$ cat config.mk
export PLATFORM = sky130hd
export DESIGN_NAME = imem_loader
export DESIGN_NICKNAME = d
export VERILOG_FILES = /design/src/rtl/mem_pkg.sv /design/src/rtl/byte_packer.sv /design/src/rtl/imem_loader.sv
export SDC_FILE = /design/constraint.sdc
export NUM_CORES = 1
export LEC_CHECK = 0
export ABC_AREA = 1
export CAP_MARGIN = 10
export CORE_MARGIN = 3
export CORE_UTILIZATION = 35
export CTS_BUF_LIST = sky130_fd_sc_hd__clkbuf_16
export CTS_CLUSTER_SIZE = 25
export DETAILED_ROUTE_END_ITERATION = 10
export PLACE_DENSITY = 0.55
export SYNTH_ARGS = -nofsm -noshare
export SYNTH_HDL_FRONTEND = slang
export SYNTH_SLANG_ARGS = --single-unit
export TNS_END_PERCENT = 100
$ cat constraint.sdc
create_clock -name clk -period 2.2 [get_ports clk]
set_clock_uncertainty 0.15 [all_clocks]
set_input_delay 0.66 -clock clk [delete_from_list [all_inputs] [get_ports clk]]
set_output_delay 0.66 -clock clk [all_outputs]
set_load 0.02 [all_outputs]
$ cat src/rtl/mem_pkg.sv
// Shared instruction-memory definitions: address width, loader states, header length.
package mem_pkg;
  localparam int IMEM_ADDR_W = 15;
  localparam int HDR_BYTES   = 4;

  typedef enum logic [2:0] {
    S_HDR,
    S_DATA,
    S_SUM,
    S_DONE,
    S_ERR
  } state_t;
endpackage

$ cat src/rtl/byte_packer.sv
// Little-endian 8-to-32 assembler; word_vld pulses one cycle after the 4th byte.
// No backpressure: a byte is taken on every in_vld; word_dat holds until the next word.
module byte_packer (
  input  logic        clk,
  input  logic        rstd,
  input  logic        in_vld,
  input  logic [7:0]  in_dat,
  output logic        in_last,
  output logic        word_vld,
  output logic [31:0] word_dat
);
  logic [1:0]  r_k;
  logic [23:0] r_stage;
  logic [31:0] r_word;
  logic        r_word_vld;

  assign in_last  = in_vld && (r_k == 2'd3);
  assign word_vld = r_word_vld;
  assign word_dat = r_word;

  always_ff @(posedge clk) begin
    if (!rstd) begin
      r_k        <= 2'd0;
      r_stage    <= 24'd0;
      r_word     <= 32'd0;
      r_word_vld <= 1'b0;
    end else begin
      r_word_vld <= in_last;
      if (in_vld) begin
        r_k <= r_k + 2'd1;
        // The 4th byte bypasses staging so the word is complete on the next cycle.
        if (in_last) r_word <= {in_dat, r_stage};
        else         r_stage[{r_k, 3'b000} +: 8] <= in_dat;
      end
    end
  end
endmodule

$ cat src/rtl/imem_loader.sv
// Loads a length-prefixed, XOR-checked byte image into instruction memory; one write per word,
// one cycle after the word's 4th byte. No backpressure: accepts a byte every rx_valid.
module imem_loader
  import mem_pkg::*;
#(
  parameter int ADDR_W = IMEM_ADDR_W,
  parameter int CNT_W  = 32
) (
  input  logic              clk,
  input  logic              rstd,
  input  logic [7:0]        rx_data,
  input  logic              rx_valid,
  output logic              we,
  output logic [ADDR_W-1:0] waddr,
  output logic [31:0]       wdata,
  output logic              busy,
  output logic              done,
  output logic              err,
  output logic              core_rstd
);
  localparam logic [CNT_W-1:0] MAX_N = CNT_W'(1) << ADDR_W;

  state_t            r_state, w_state_nxt;
  logic [1:0]        r_hdr_k;
  logic [CNT_W-1:0]  r_cnt;
  logic [ADDR_W:0]   r_wcnt;
  logic [7:0]        r_acc;
  logic [ADDR_W-1:0] r_waddr;

  logic [CNT_W-1:0]  w_n;
  logic [ADDR_W:0]   w_wcnt_inc;
  logic              w_hdr_vld, w_hdr_last, w_pk_vld, w_pk_last, w_last_word;

  assign w_n         = {rx_data, r_cnt[CNT_W-1:8]};
  assign w_hdr_vld   = rx_valid && (r_state == S_HDR);
  assign w_hdr_last  = w_hdr_vld && (r_hdr_k == 2'(HDR_BYTES - 1));
  assign w_pk_vld    = rx_valid && (r_state == S_DATA);
  assign w_wcnt_inc  = r_wcnt + 1'b1;
  // N has already been bounded to 2**ADDR_W, so the low ADDR_W+1 bits are exact.
  assign w_last_word = (w_wcnt_inc == r_cnt[ADDR_W:0]);

  byte_packer u_packer (
    .clk      (clk),
    .rstd     (rstd),
    .in_vld   (w_pk_vld),
    .in_dat   (rx_data),
    .in_last  (w_pk_last),
    .word_vld (we),
    .word_dat (wdata)
  );

  always_ff @(posedge clk) begin
    if (!rstd) r_state <= S_HDR;
    else       r_state <= w_state_nxt;
  end

  always_comb begin
    w_state_nxt = r_state;
    case (r_state)
      S_HDR: begin
        if (w_hdr_last) begin
          if (w_n > MAX_N)            w_state_nxt = S_ERR;
          else if (w_n == '0)         w_state_nxt = S_SUM;
          else                        w_state_nxt = S_DATA;
        end
      end
      S_DATA:  if (w_pk_last && w_last_word) w_state_nxt = S_SUM;
      S_SUM:   if (rx_valid) w_state_nxt = (rx_data == r_acc) ? S_DONE : S_ERR;
      default: w_state_nxt = r_state;
    endcase
  end

  always_ff @(posedge clk) begin
    if (!rstd) begin
      r_hdr_k <= 2'd0;
      r_cnt   <= '0;
      r_wcnt  <= '0;
      r_acc   <= 8'd0;
      r_waddr <= '0;
    end else begin
      if (w_hdr_vld) begin
        r_cnt   <= w_n;
        r_hdr_k <= r_hdr_k + 2'd1;
      end
      if (w_pk_vld) r_acc <= r_acc ^ rx_data;
      if (w_pk_last) begin
        r_waddr <= r_wcnt[ADDR_W-1:0];
        r_wcnt  <= w_wcnt_inc;
      end
    end
  end

  assign waddr     = r_waddr;
  assign done      = (r_state == S_DONE);
  assign err       = (r_state == S_ERR);
  assign core_rstd = done;
  assign busy      = (r_state == S_DATA) || (r_state == S_SUM) ||
                     ((r_state == S_HDR) && (r_hdr_k != 2'd0));
endmodule
==> impl_metrics.yaml <==
grt:
  grt_pass1_wl_mm: 25.9
  grtUsageTotal: 0.177
  grt-ovfl-total: 0
  antenna_found_initial: 0
  grt_pass1_vias: 5430
  grt_max_degree: 66
cts:
  cts_root_buf: "clkbuf_16"
  cts.sinks: 135
  clockBufferDepth: 2
  numCtsBuffers: 17
  cts_hold_buf: 0
  htree_levels: 4
  clkTransAtPathRegs_ns: 0.06
  clkLatencyLatePin_ns: 0.41
  cts_tree: "built"
sta:
  maxSlewHeadroom: 0.667
  layout_setup_ws_ns: 0.0462
  hold_viol: 0
  worst_pin_slew_ns: 0.496
  setup_viol: 0
  min_period_ns: 2.15
  finalSetupTns_ns: 0
  rsz0062_at_grt: "true"
  period_share: 0.979
  clock.fmax_ghz: 0.464
  final.hold.worst_slack_ns: 0.319
  drv_slew: 0
setup_path:
  setup.worst_path.start: "r_wcnt[1]"
  r2r_start: "r_wcnt[1]"
  cp_max_fo: 6
  r2r_cells: 15
  cp-end-kind: "flip-flop"
  path_class: "flip-flop to flip-flop"
  cp.required_ns: 2.35
  start_kind: "flip-flop"
  arrival_ns: 2.31
synthesis:
  synth_warnings: 0
  synth_top_cell_by_area: "dfxtp_1"
  synth_top_area_frac: 0.459
  synth_cells: 782
  synth_area_per_cell_um2: 7.53
  synth.area.top_cells: "dfxtp_1 46%, o21ai_0 9.0%, nor2_1 6.9%"
  synth_most_common_cell: "dfxtp_1"
  synth_common_cells: "135 x dfxtp_1, 108 x nor2_1, 106 x o21ai_0"
  syn_area_um2: 5890
  synthFlopType: "dfxtp_1"
  async_flop_share: 0
  yosysSeqAreaShare: 0.459
  synth_edf_count: 0
  synth_cell_types: 35
  synth_seq_cells: 135
  syn_nets: 801
detailed_routing:
  wl_per_cell_um: 14.4
  first_iter_violations: 226
  routed_wl_mm: 16.1
  via_count: 5527
  drcViolationCount: 0
  first_pass_iters: 5
  vias_per_cell: 4.96
  ant_nets: 0
power:
  seqPwrFrac: 0.396
  clkPwrFrac: 0.409
  switching_share: 0.289
  leakagePower_nw: 3.98
  peakVddDrop_uv: 641
  powerDensity_nw_per_um2: 908
  total_power_mw: 7.20
  p_int_mw: 5.12
  switching_power_mw: 2.08
  p_comb_frac: 0.195
job:
  max_cap_violations: 0
placed_design:
  preCtsSetupSlack_ns: -0.444
  hpwl_mm: 11.1
  io_buffers: 62
  place_congestion: 0.872
cells_and_area:
  layout.nets: 906
  areaGrowthSynthToFinish_pct: 34.7
  drive_gt1_frac: 0.164
  finish.utilization: 0.491
  n_antenna_cell: 0
floorplan:
  die-area_um2: 18400
  die_x_um: 136
  ioPinCount: 63
  core_area_um2: 16200
  rows: 46
  dieHeight_um: 136
  start_util: 0.364
hold_path:
  hold_class: "flip-flop to flip-flop"
  hold_depth: 2
  min-delay-start: "u_packer.r_stage[4]"
outcome:
  status: "completed"
==> critical path: stages, from the launching register on <==
cell	delay, ns
dfxtp_4	0.36
buf_6	0.10
nand2_2	0.06
nor2_4	0.22
buf_6	0.14
nand3_1	0.08
nand3_1	0.10
nand2_1	0.05
nor2_1	0.10
nand3_1	0.11
nor2_2	0.14
nand3_2	0.14
nand2_4	0.11
nand3_1	0.07
nand2_1	0.07
nor2_1	0.05
==> cells in the final DEF (no fill, tap or decap), drive strengths merged, types with 12 or more instances in the layout <==
cell / n
a21oi: 79
clkdlybuf4s50: 17
xor2: 12
nand2: 112
o211a: 16
dfxtp: 135
dlymetal6s2s: 32
o21ai: 109
nor2: 115
nand3: 54
clkbuf: 17
inv: 63
buf: 68
nand4: 13
==> sequential cells by signal, summed over array words and instances (netlist names), 3 cells and up <==
signal             flops
r_acc                  8
r_cnt                 32
r_state                3
r_wcnt                16
u_packer.r_stage      24
u_packer.word_dat     32
waddr                 15
==> final timing paths <==
path | to | slack, ns
worst max-delay path | r_state[0] | 0.05
worst min-delay path | u_packer.r_stage[4] | 0.32
worst max register to register | r_state[0] | 0.05
worst min register to register | u_packer.r_stage[4] | 0.32
==> metal layers <==
metal | vias up | share of wire | global-route usage
met4 | 0 | 0.011 | 0.0610
met1 | 2598 | 0.45 | 0.213
met3 | 15 | 0.031 | 0.0483
met2 | 85 | 0.50 | 0.303
li1 | 2829 | - | -
met5 | - | 0 | 0
==> kinds of logic after synthesis <==
logic type               synth area share
AND/OR/NAND/NOR                     0.232
AO/OA/AOI/OAI                       0.199
flip-flops                          0.459
buffers and inverters              0.0669
XOR/XNOR                           0.0272
adder cells (fa/ha/maj)            0.0170
==> metrics by stage <==
| step | instances | cell area (um^2) |
|---|---|---|
| 2_1_floorplan | 782 | 5890 |
| 3_3_place_gp | 1075 | 7090 |
| 3_5_place_dp | 1075 | 7090 |
| 4_1_cts | 1106 | 7720 |
| 5_1_grt | 1114 | 7930 |
| 6_report | 1114 | 7930 |
==> power groups by stage <==
stage                     sequential, mW  clock (mW)  combinational [mW]
after global placement              2.88           0                1.37
after global routing                2.87        3.14                1.57
after CTS                           2.84        3.01                1.39
after detailed placement            2.89           0                1.39
after floorplan                     2.84           0               0.893
final                               2.85        2.94                1.41
==> area by class of cell <==
cell class / count / area (um^2)
clock inverters: 13 / 183
inverters: 64 / 240
multi-input cells: 544 / 2890
flip-flops and latches: 135 / 2720
repair buffers: 125 / 1210
fillers: 1576 / 8240
well taps: 216 / 270
clock buffers: 17 / 425
==> timing repair <==
item                                    CTS  global route
endpoints found under the setup margin   15            38
pin swaps                                 4            12
gates resized for setup                  31            63
setup buffers                             1             8
Power figures use the tool's default switching activity.
